==> src/rtl/ffn_layer_sequencer_pkg.sv <==
// ffn_layer_sequencer_pkg
//   Shared definitions for the fully-connected layer sequencer: default
//   operand width, accumulator/address width helpers and the FSM state type.
//   No ports.
package ffn_layer_sequencer_pkg;

    localparam int FFN_WIDTH = 8;

    // Full-precision product plus enough headroom for NUM_INPUT_N additions.
    function automatic int acc_width(input int fw, input int n);
        return 2 * fw + $clog2(n);
    endfunction

    // Address/index width with a floor of one bit.
    function automatic int addr_width(input int depth);
        return (depth < 2) ? 1 : $clog2(depth);
    endfunction

    typedef enum logic [1:0] {
        IDLE   = 2'd0,
        ISSUE  = 2'd1,
        DRAIN  = 2'd2,
        OUTPUT = 2'd3
    } seq_state_e;

endpackage

==> src/rtl/ffn_layer_sequencer_if.sv <==
// ffn_layer_sequencer_if
//   Bundles the sequencer's start handshake, weight-memory port, multiplier
//   bank port, result handshake and status.
//   master: sequencer side (drives start_ready, w_rd_en/w_addr, mul_a/mul_b,
//           out_valid/out_data/out_index/out_last, busy)
//   slave : environment side (drives start_valid, input_neurons, w_rd_data,
//           mul_p, out_ready)
interface ffn_layer_sequencer_if #(
    parameter int FFN_WIDTH    = ffn_layer_sequencer_pkg::FFN_WIDTH,
    parameter int NUM_INPUT_N  = 8,
    parameter int NUM_OUTPUT_N = 4,
    parameter int LANES        = 2,
    parameter int ACC_WIDTH    = ffn_layer_sequencer_pkg::acc_width(FFN_WIDTH, NUM_INPUT_N)
);
    import ffn_layer_sequencer_pkg::*;

    localparam int AW = addr_width(NUM_INPUT_N * NUM_OUTPUT_N / LANES);
    localparam int GW = addr_width(NUM_OUTPUT_N / LANES);

    logic                             start_valid;
    logic                             start_ready;
    logic [FFN_WIDTH*NUM_INPUT_N-1:0] input_neurons;
    logic                             w_rd_en;
    logic [AW-1:0]                    w_addr;
    logic [FFN_WIDTH*LANES-1:0]       w_rd_data;
    logic [FFN_WIDTH-1:0]             mul_a;
    logic [FFN_WIDTH*LANES-1:0]       mul_b;
    logic [2*FFN_WIDTH*LANES-1:0]     mul_p;
    logic                             out_valid;
    logic                             out_ready;
    logic [ACC_WIDTH*LANES-1:0]       out_data;
    logic [GW-1:0]                    out_index;
    logic                             out_last;
    logic                             busy;

    modport master (
        input  start_valid, input_neurons, w_rd_data, mul_p, out_ready,
        output start_ready, w_rd_en, w_addr, mul_a, mul_b,
               out_valid, out_data, out_index, out_last, busy
    );

    modport slave (
        output start_valid, input_neurons, w_rd_data, mul_p, out_ready,
        input  start_ready, w_rd_en, w_addr, mul_a, mul_b,
               out_valid, out_data, out_index, out_last, busy
    );

endinterface

==> src/rtl/ffn_lane_acc.sv <==
// ffn_lane_acc
//   One output-neuron accumulator: sign-extends a signed product to the
//   accumulator width and adds it when enabled; synchronous clear.
//   Ports: clock_i, reset_i (async, active-high), clear_i, en_i,
//          prod_i (signed product), acc_o (running signed sum).
module ffn_lane_acc #(
    parameter int PW        = 16,
    parameter int ACC_WIDTH = 19
) (
    input  logic                 clock_i,
    input  logic                 reset_i,
    input  logic                 clear_i,
    input  logic                 en_i,
    input  logic [PW-1:0]        prod_i,
    output logic [ACC_WIDTH-1:0] acc_o
);
    logic [ACC_WIDTH-1:0] acc_q, acc_d;
    logic [ACC_WIDTH-1:0] prod_ext;

    assign prod_ext = {{(ACC_WIDTH - PW){prod_i[PW-1]}}, prod_i};

    always_comb begin
        acc_d = acc_q;
        if (clear_i) begin
            acc_d = '0;
        end else if (en_i) begin
            acc_d = acc_q + prod_ext;
        end
    end

    always_ff @(posedge clock_i or posedge reset_i) begin
        if (reset_i) begin
            acc_q <= '0;
        end else begin
            acc_q <= acc_d;
        end
    end

    assign acc_o = acc_q;

endmodule

==> src/rtl/ffn_layer_sequencer.sv <==
// ffn_layer_sequencer
//   Time-multiplexed controller for one fully-connected layer. Each pass
//   streams NUM_INPUT_N weight words through LANES external pipelined
//   multipliers and accumulates one group of LANES output neurons, then
//   hands the group downstream over a valid/ready handshake.
//   Ports: clock_i, reset_i (async, active-high), bus (master modport of
//          ffn_layer_sequencer_if: start handshake, weight read port,
//          multiplier operands/products, result handshake, busy).
//   Build option: define FFN_SEQ_RELU_EN to clamp negative lane sums to 0.
//
//   state  | meaning
//   IDLE   | waiting for an input vector, start_ready=1
//   ISSUE  | one weight read per cycle, k = 0..NUM_INPUT_N-1
//   DRAIN  | reads done, waiting for in-flight products to land
//   OUTPUT | group result presented until out_ready
module ffn_layer_sequencer
    import ffn_layer_sequencer_pkg::*;
#(
    parameter int NUM_INPUT_N  = 8,
    parameter int NUM_OUTPUT_N = 4,
    parameter int LANES        = 2,
    parameter int FFN_WIDTH    = ffn_layer_sequencer_pkg::FFN_WIDTH,
    parameter int PIPE_LAT     = 2,
    parameter int ACC_WIDTH    = ffn_layer_sequencer_pkg::acc_width(FFN_WIDTH, NUM_INPUT_N)
) (
    input logic                   clock_i,
    input logic                   reset_i,
    ffn_layer_sequencer_if.master bus
);
    localparam int NG = NUM_OUTPUT_N / LANES;
    localparam int KW = addr_width(NUM_INPUT_N);
    localparam int GW = addr_width(NG);
    localparam int AW = addr_width(NUM_INPUT_N * NG);
    localparam int PW = 2 * FFN_WIDTH;

    if (NUM_OUTPUT_N % LANES != 0) begin : g_bad_lanes
        $error("NUM_OUTPUT_N must be a multiple of LANES");
    end
    if (NUM_INPUT_N < 2 || PIPE_LAT < 1) begin : g_bad_depth
        $error("NUM_INPUT_N must be >= 2 and PIPE_LAT >= 1");
    end

    seq_state_e                       state_q, state_d;
    logic [KW-1:0]                    k_q, k_d, rd_k_q;
    logic [GW-1:0]                    group_q, group_d;
    logic [FFN_WIDTH*NUM_INPUT_N-1:0] nrn_q, nrn_d;
    logic                             rd_pend_q, rd_pend_d;
    logic [PIPE_LAT:0]                vld_q, vld_d;
    logic [FFN_WIDTH-1:0]             mul_a_q, mul_a_d;
    logic [FFN_WIDTH*LANES-1:0]       mul_b_q, mul_b_d;
    logic                             acc_clr;
    logic                             last_k, last_grp;
    logic [LANES-1:0][ACC_WIDTH-1:0]  acc_w;

    assign last_k   = (k_q == KW'(NUM_INPUT_N - 1));
    assign last_grp = (group_q == GW'(NG - 1));

    // rd_pend marks w_rd_data valid this cycle; vld[0] marks mul_a/mul_b
    // valid and vld[PIPE_LAT] marks the matching mul_p.
    assign rd_pend_d = (state_q == ISSUE);
    assign vld_d     = {vld_q[PIPE_LAT-1:0], rd_pend_q};

    always_comb begin
        state_d = state_q;
        k_d     = k_q;
        group_d = group_q;
        nrn_d   = nrn_q;
        case (state_q)
            IDLE: begin
                if (bus.start_valid) begin
                    state_d = ISSUE;
                    nrn_d   = bus.input_neurons;
                    group_d = '0;
                    k_d     = '0;
                end
            end
            ISSUE: begin
                k_d = k_q + KW'(1);
                if (last_k) begin
                    k_d     = '0;
                    state_d = DRAIN;
                end
            end
            DRAIN: begin
                // Look at the next-cycle pipeline contents so OUTPUT is
                // entered on the same edge the final product is summed.
                if (vld_d == '0) begin
                    state_d = OUTPUT;
                end
            end
            OUTPUT: begin
                if (bus.out_ready) begin
                    if (last_grp) begin
                        state_d = IDLE;
                    end else begin
                        group_d = group_q + GW'(1);
                        state_d = ISSUE;
                    end
                end
            end
            default: state_d = IDLE;
        endcase
    end

    always_comb begin
        mul_a_d = '0;
        mul_b_d = '0;
        if (rd_pend_q) begin
            mul_a_d = nrn_q[FFN_WIDTH*rd_k_q +: FFN_WIDTH];
            mul_b_d = bus.w_rd_data;
        end
    end

    assign acc_clr = (state_q != ISSUE) && (state_d == ISSUE);

    always_ff @(posedge clock_i or posedge reset_i) begin
        if (reset_i) begin
            state_q   <= IDLE;
            k_q       <= '0;
            rd_k_q    <= '0;
            group_q   <= '0;
            nrn_q     <= '0;
            rd_pend_q <= 1'b0;
            vld_q     <= '0;
            mul_a_q   <= '0;
            mul_b_q   <= '0;
        end else begin
            state_q   <= state_d;
            k_q       <= k_d;
            rd_k_q    <= k_q;
            group_q   <= group_d;
            nrn_q     <= nrn_d;
            rd_pend_q <= rd_pend_d;
            vld_q     <= vld_d;
            mul_a_q   <= mul_a_d;
            mul_b_q   <= mul_b_d;
        end
    end

    for (genvar l = 0; l < LANES; l++) begin : g_lane
        ffn_lane_acc #(
            .PW        (PW),
            .ACC_WIDTH (ACC_WIDTH)
        ) u_acc (
            .clock_i (clock_i),
            .reset_i (reset_i),
            .clear_i (acc_clr),
            .en_i    (vld_q[PIPE_LAT]),
            .prod_i  (bus.mul_p[PW*l +: PW]),
            .acc_o   (acc_w[l])
        );
    end

    always_comb begin
        bus.out_data = '0;
        for (int l = 0; l < LANES; l++) begin
            bus.out_data[ACC_WIDTH*l +: ACC_WIDTH] = acc_w[l];
`ifdef FFN_SEQ_RELU_EN
            if (acc_w[l][ACC_WIDTH-1]) begin
                bus.out_data[ACC_WIDTH*l +: ACC_WIDTH] = '0;
            end
`else
`endif
        end
    end

    assign bus.start_ready = (state_q == IDLE);
    assign bus.busy        = (state_q != IDLE);
    assign bus.w_rd_en     = (state_q == ISSUE);
    assign bus.w_addr      = (state_q == ISSUE)
                             ? AW'(int'(group_q) * NUM_INPUT_N + int'(k_q)) : '0;
    assign bus.mul_a       = mul_a_q;
    assign bus.mul_b       = mul_b_q;
    assign bus.out_valid   = (state_q == OUTPUT);
    assign bus.out_index   = group_q;
    assign bus.out_last    = (state_q == OUTPUT) && last_grp;

endmodule

==> src/flat_wrapper.sv <==
// flat-port wrapper written by rule: the top's interface ports become plain ports
module ffn_layer_sequencer_flat import ffn_layer_sequencer_pkg::*;
#(
    parameter int NUM_INPUT_N  = 8,
    parameter int NUM_OUTPUT_N = 4,
    parameter int LANES        = 2,
    parameter int FFN_WIDTH    = ffn_layer_sequencer_pkg::FFN_WIDTH,
    parameter int PIPE_LAT     = 2,
    parameter int ACC_WIDTH    = ffn_layer_sequencer_pkg::acc_width(FFN_WIDTH, NUM_INPUT_N)
)
  (clock_i, reset_i, bus_start_valid, bus_input_neurons, bus_w_rd_data, bus_mul_p, bus_out_ready, bus_start_ready, bus_w_rd_en, bus_w_addr, bus_mul_a, bus_mul_b, bus_out_valid, bus_out_data, bus_out_index, bus_out_last, bus_busy);
  ffn_layer_sequencer_if #(.FFN_WIDTH(FFN_WIDTH), .NUM_INPUT_N(NUM_INPUT_N), .NUM_OUTPUT_N(NUM_OUTPUT_N), .LANES(LANES), .ACC_WIDTH(ACC_WIDTH)) bus_i ();
  input logic clock_i;
  input logic reset_i;
  input wire logic [$bits(bus_i.start_valid)-1:0] bus_start_valid;
  input wire logic [$bits(bus_i.input_neurons)-1:0] bus_input_neurons;
  input wire logic [$bits(bus_i.w_rd_data)-1:0] bus_w_rd_data;
  input wire logic [$bits(bus_i.mul_p)-1:0] bus_mul_p;
  input wire logic [$bits(bus_i.out_ready)-1:0] bus_out_ready;
  output wire logic [$bits(bus_i.start_ready)-1:0] bus_start_ready;
  output wire logic [$bits(bus_i.w_rd_en)-1:0] bus_w_rd_en;
  output wire logic [$bits(bus_i.w_addr)-1:0] bus_w_addr;
  output wire logic [$bits(bus_i.mul_a)-1:0] bus_mul_a;
  output wire logic [$bits(bus_i.mul_b)-1:0] bus_mul_b;
  output wire logic [$bits(bus_i.out_valid)-1:0] bus_out_valid;
  output wire logic [$bits(bus_i.out_data)-1:0] bus_out_data;
  output wire logic [$bits(bus_i.out_index)-1:0] bus_out_index;
  output wire logic [$bits(bus_i.out_last)-1:0] bus_out_last;
  output wire logic [$bits(bus_i.busy)-1:0] bus_busy;
  assign bus_i.start_valid = bus_start_valid;
  assign bus_i.input_neurons = bus_input_neurons;
  assign bus_i.w_rd_data = bus_w_rd_data;
  assign bus_i.mul_p = bus_mul_p;
  assign bus_i.out_ready = bus_out_ready;
  assign bus_start_ready = bus_i.start_ready;
  assign bus_w_rd_en = bus_i.w_rd_en;
  assign bus_w_addr = bus_i.w_addr;
  assign bus_mul_a = bus_i.mul_a;
  assign bus_mul_b = bus_i.mul_b;
  assign bus_out_valid = bus_i.out_valid;
  assign bus_out_data = bus_i.out_data;
  assign bus_out_index = bus_i.out_index;
  assign bus_out_last = bus_i.out_last;
  assign bus_busy = bus_i.busy;
  ffn_layer_sequencer #(.NUM_INPUT_N(NUM_INPUT_N), .NUM_OUTPUT_N(NUM_OUTPUT_N), .LANES(LANES), .FFN_WIDTH(FFN_WIDTH), .PIPE_LAT(PIPE_LAT), .ACC_WIDTH(ACC_WIDTH)) u_core (.clock_i(clock_i), .reset_i(reset_i), .bus(bus_i));
endmodule
==> config.mk <==
export PLATFORM = sky130hd
export DESIGN_NAME = ffn_layer_sequencer_flat
export DESIGN_NICKNAME = d
export VERILOG_FILES = /design/src/rtl/ffn_layer_sequencer_pkg.sv /design/src/rtl/ffn_layer_sequencer_if.sv /design/src/rtl/ffn_lane_acc.sv /design/src/rtl/ffn_layer_sequencer.sv /design/src/flat_wrapper.sv
export SDC_FILE = /design/constraint.sdc
export NUM_CORES = 1
export LEC_CHECK = 0
export CORE_ASPECT_RATIO = 1.2
export CORE_MARGIN = 2
export CORE_UTILIZATION = 64
export DETAILED_ROUTE_END_ITERATION = 8
export DONT_BUFFER_PORTS = 1
export HOLD_SLACK_MARGIN = 0.08
export MAX_ROUTING_LAYER = met4
export PLACE_DENSITY = 0.8
export SLEW_MARGIN = 20
export SYNTH_ARGS = -nofsm -noshare
export SYNTH_HDL_FRONTEND = slang
export SYNTH_SLANG_ARGS = --single-unit
==> constraint.sdc <==
create_clock -name clock_i -period 5 [get_ports clock_i]
set_input_delay 0.25 -clock clock_i [delete_from_list [all_inputs] [get_ports clock_i]]
set_output_delay 0.25 -clock clock_i [all_outputs]
set_load 0.01 [all_outputs]
-- Word-level counts from Yosys, hierarchy flattened
Cells that the tools add are included.
- bits in registers: 139
- input bits: 116
- logic and storage cells: 56
- output and inout bits: 72
- reduce and logical (&&, ||, !) cells: 11
- add/sub/neg operators: 5
- shift operators: 1
- equality and inequality tests: 8
- muxes and demuxes: 20
- operators by type and width (cell ; number):
    $mux W19 ; 4
    $shiftx A64 B7 Y8 ; 1
    $add A19 B19 Y19 ; 2
    $mux W16 ; 1
    $mux W2 ; 4
    $mux W8 ; 1
    $pmux W2 S4 ; 1
    $reduce_bool A2 Y1 ; 4
    $mux W3 ; 2
    $pmux W3 S2 ; 1
    $add A4 B3 Y4 ; 1
    $eq A2 B1 Y1 const B ; 2
    $eq A2 B2 Y1 const B ; 2
    $mux W1 ; 4
    $mux W4 ; 1
    $ne A2 B2 Y1 const B ; 2
    $reduce_and A2 Y1 ; 2
    $add A3 B1 Y3 const B ; 1
    $eq A3 B3 Y1 const B ; 1
    $logic_not A3 Y1 ; 1
    $reduce_and A3 Y1 ; 1
    $logic_and A1 B1 Y1 ; 2
    $logic_not A2 Y1 ; 1
    $ne A2 B1 Y1 const B ; 1
    other kinds (2) ; 2

-- Depth between registers and ports, before layout
- depth in word-level cells: 6
- gate-level depth with buffers: 9
- mapped depth without buffers: 9

-- Hierarchy
From an unflattened synthesis, not the netlist that was laid out.
- cells, all modules: 614
- area total of the unflattened synthesis: 7343.3 um^2
- by module, submodules not included (module ; times used ; cells each ; area an instance (um^2)):
    ffn_layer_sequencer ; 1 ; 262 ; 4167.7
    ffn_lane_acc ; 2 ; 176 ; 1587.8

-- Worst setup path after synthesis
Ideal clock, no wire load.
- path type: reg-to-reg
- start point: register u_core.g_lane[1].u_acc.acc_q[0]
- end point: register u_core.g_lane[1].u_acc.acc_q[16]
- slack: 2452 ps
- data arrival time: 2428 ps
- required time: 4880 ps
- period minus slack after synthesis: 2548 ps
- buffers on the path: 0
- library setup time: 120 ps
- cell stages (with the launch flop): 10
- path through: dfrtp_1 -> ha_1 -> fa_1 -> a211oi_2 -> o21bai_2 -> a221oi_4 -> o21ai_1 -> a221oi_2 -> mux2i_1 -> a31o_1
- longest elaborated chain between the ends: 3
- ends and longest elaborated chain (what ; line ; source):
    start, declared ; ffn_lane_acc.sv:17 ; logic [ACC_WIDTH-1:0] acc_q, acc_d;
    start signal, assigned ; ffn_lane_acc.sv:33 ; acc_q <= '0;
    start signal, assigned ; ffn_lane_acc.sv:35 ; acc_q <= acc_d;
    $add A19 B19 Y19 ; ffn_lane_acc.sv:27 ; acc_d = acc_q + prod_ext;
    $mux W19 ; ffn_lane_acc.sv:26 ; end else if (en_i) begin
    $mux W19 ; ffn_lane_acc.sv:24 ; if (clear_i) begin
No other way between the ends. The select of a mux whose other input is x is not followed.
A chain may end at the register's enable or synchronous reset.

-- Worst setup path in the final report
- start point: register u_core.state_q[0]
- end point: register u_core.g_lane[0].u_acc.acc_q[16]
- longest elaborated chain between the ends: 5
- ends and longest elaborated chain (what ; line ; source):
    start, declared ; ffn_layer_sequencer.sv:43 ; seq_state_e state_q, state_d;
    start signal, assigned ; ffn_layer_sequencer.sv:128 ; state_q <= state_d;
    $logic_not A2 Y1 (*) ; n/a ;
    net bus_start_ready ; flat_wrapper.sv:20 ; output wire logic [$bits(bus_i.start_ready)-1:0] bus_start_ready;
    $pmux W2 S4 (*) ; ffn_layer_sequencer.sv:68 ; case (state_q)
    $eq A2 B1 Y1 (*) ; ffn_layer_sequencer.sv:114 ; assign acc_clr = (state_q != ISSUE) && (state_d == ISSUE);
    $logic_and A1 B1 Y1 (*) ; ffn_layer_sequencer.sv:114 ;
    $mux W19 / $reduce_bool A2 Y1 (equally long branches) ; n/a ;
    end signal, assigned ; ffn_lane_acc.sv:33 ;
    end signal, assigned ; ffn_lane_acc.sv:35 ;
    end, declared ; ffn_lane_acc.sv:17 ;
Mark *: on every way through the listed nets, which the timed path passes. The rest lies on a longest branch.

==> metrics.txt <==
final setup margin 2.23 ns; Vias 6317; die width 102 µm; worst min-delay path startpoint bus_mul_p[16]; R2R setup slack 2.23 ns; Syn Nets 926; Initial Utilization 66.1%; FF-to-FF End u_core.g_lane[0].u_acc.acc_o[16]; YS warnings 0; Worst Hold Margin 0.107 ns; final net count 998; final hold vios 0; vias in the first global route 6405; status completed; Avg Cell Area, Syn 9.52 µm²; area delta synth->final 21.3%; Setup crit end kind flop; Hold EP u_core.g_lane[1].u_acc.acc_o[0]; dpl ws 2.25 ns; pin count of the biggest net entering global routing 80; Worst VDD drop 0.410 mV; Fmax 0.361 GHz; sequential share of the synthesized area 47.4%; Worst R2R Start u_core.state_q[0]; most used flip-flop cell after synthesis dfrtp_1; largest cells by area after synthesis dfrtp_1 (47%), nand2_1 (12%), ha_1 (6.5%); clock transition at the registers of the reported paths 0.06 ns; Fin Setup TNS 0 ns; Yosys top cell by area dfrtp_1; Leak 0.00434 µW; Slew @ Worst Pin 0.994 ns; CTS Root Buffer Type clkbuf_16; RSZ-0062 raised after global routing false; Max Fanout on Critical Path 68; Async SR Flop Fraction 100%; TritonCTS clock tree yes; Die Ht 121 µm; crit path launch type flop; Cell Rows 42; Synth top area share 47.4%; CTS Buf Count 17; Worst EP arrival 3.10 ns; post_cts resized 0; max-slew violations 0; fin crit share 55.4%; Hold Path Cell Cnt 3; total power 6330 µW; Setup Viol. Count Final 0; Detail Placement HPWL 12500 µm; DRT Pass-1 Iters 5; clock skew 0.0118 ns; total power divided by cell area 712 nW/µm²; post-DR wirelength/cell 21.4 µm; final worst path period need 2.77 ns; Distinct cells, synth 48; # DRC 0; worst skew pair latency 0.43 ns; Worst EP required 5.33 ns; number of port buffers 0; H-tree Lvls 4; gr usage total 38.0%; R2R cell count 6; first-pass GRT wire length 34100 µm; max-cap viol count 0; Tightest Hold Check Type in -> reg; Core Box Area 11100 µm²; DIE AREA 12300 µm²; post-route ant nets 0; WS Path Type reg -> reg; Detailed Route Iter0 Violations 525; gpl congestion 0.929; CTS max path bufs 2; cell area after synthesis 7330 µm²; Vias/cell 6.25; grt ovf 0; I/O pin total 188; synthesized flop and latch total 139; layout cell share with drive strength beyond 1 7.60%; drt total wl 21600 µm; Clock Sink Count 139; initial antenna violation count 1; Synth Instances 770; Post-synth EDFFs 0; Slew HR 33.7%
[layer usage]
layer | track usage, % | vias up | wire, µm
met5 | - | - | 0
met4 | 16.7 | 0 | 933
met3 | 9.04 | 78 | 1790
met2 | 63.3 | 374 | 11400
met1 | 43.5 | 3100 | 7500
li1 | - | 2765 | -
[worst max-delay path, stage by stage (launching register included)]
cell	delay [ns]
dfrtp_1	0.53
nor2_1	0.22
nand2_2	0.12
buf_4	0.54
and2_1	0.59
nand2_1	0.38
o21ai_0	0.29
[power by group]
group	total [µW]	switching, µW	internal (µW)
logic	2710	1530	1180
clock network	1340	508	832
registers	2280	636	1640
[worst max-delay path by stage]
stage	start	cells after the start	to	slack (ns)
floorplan	reset_i	1	u_core.bus.mul_a[0]	1.03
global placement	u_core.g_lane[1].u_acc.acc_o[0]	9	u_core.g_lane[1].u_acc.acc_o[16]	2.31
detailed placement	u_core.g_lane[1].u_acc.acc_o[0]	9	u_core.g_lane[1].u_acc.acc_o[16]	2.25
CTS	u_core.g_lane[1].u_acc.acc_o[0]	9	u_core.g_lane[1].u_acc.acc_o[16]	2.24
global route	u_core.state_q[0]	6	u_core.g_lane[0].u_acc.acc_o[16]	1.99
finish	u_core.state_q[0]	6	u_core.g_lane[0].u_acc.acc_o[16]	2.23
[cells in the final DEF (no fill, tap or decap), types with 4 or more instances in the layout]
master / Yosys / final
and3_1: 6 / 6
xor2_1: 10 / 10
nand3_1: 19 / 19
nand4_1: 5 / 5
or3_1: 6 / 6
nor2_1: 40 / 39
clkbuf_16: 0 / 17
a21o_1: 15 / 15
dlygate4sd3_1: 0 / 82
nand2_1: 230 / 229
xnor2_1: 17 / 17
mux2i_1: 29 / 29
nor2b_1: 11 / 11
buf_4: 0 / 5
o21ai_0: 26 / 26
inv_1: 11 / 10
mux4_2: 16 / 16
a211oi_1: 6 / 6
ha_1: 38 / 38
dfrtp_1: 139 / 139
nor3_1: 4 / 4
a21oi_1: 44 / 44
inv_6: 0 / 4
and2_1: 23 / 23
[registers in the layout, indices dropped and copies added (netlist names), 2 cells and up]
| register | flops |
|---|---|
| u_core.rd_k_q | 3 |
| u_core.k_q | 3 |
| u_core.vld_q | 3 |
| u_core.nrn_q | 64 |
| u_core.bus.mul_a | 8 |
| u_core.g_lane.u_acc.acc_o | 38 |
| u_core.state_q | 2 |
| u_core.bus.mul_b | 16 |
[layout make-up]
| class | instances | area, µm² |
|---|---|---|
| multi-input combinational | 586 | 3690 |
| tap | 154 | 193 |
| clock inverter | 11 | 158 |
| inverter | 11 | 46.3 |
| clock buffer | 21 | 470 |
| antenna | 1 | 2.50 |
| sequential | 139 | 3480 |
| fill | 600 | 2190 |
| timing repair buffer | 87 | 858 |
[cell usage after synthesis (all sizes together), types with 4 or more instances]
library cell / n
nor2: 40
a31o: 4
o21bai: 4
nor3: 4
ha: 38
nand3: 19
a21o: 16
xnor2: 17
and2: 23
dfrtp: 139
xor2: 10
nor2b: 11
mux4: 16
o21ai: 29
mux2i: 29
and3: 6
a211oi: 7
nand2: 230
nand4: 5
buf: 8
a21oi: 44
clkbuf: 26
inv: 11
or3: 6
[kinds of logic (layout without fill, tap and decap cells)]
logic type	after synthesis	in the layout	share of synthesized area (%)
buffers and inverters	45	130	2.37
multiplexers	45	45	8.87
other	0	1	0
flip-flops	139	139	47.4
XOR/XNOR	27	27	3.22
AND/OR/NAND/NOR	355	355	20.8
AO/OA/AOI/OAI	119	119	10.3
adder cells (fa/ha/maj)	40	40	7.03
[per-stage QoR]
stage / instance area, µm² / util (%) / instances
after floorplan: 7330 / - / 770
after global placement: 7450 / 67.2 / 895
after detailed placement: 7450 / 67.2 / 895
after CTS: 8890 / 80.2 / 1009
after global routing: 8900 / 80.2 / 1010
final: 8900 / 80.2 / 1010
[repair_timing]
action / 4_1_cts / 5_1_grt
hold buffers: 82 / 0
endpoints found under the hold margin: 161 / 0
buffers inserted: 0 / 0
No activity file was read; power rests on OpenSTA's default activity.
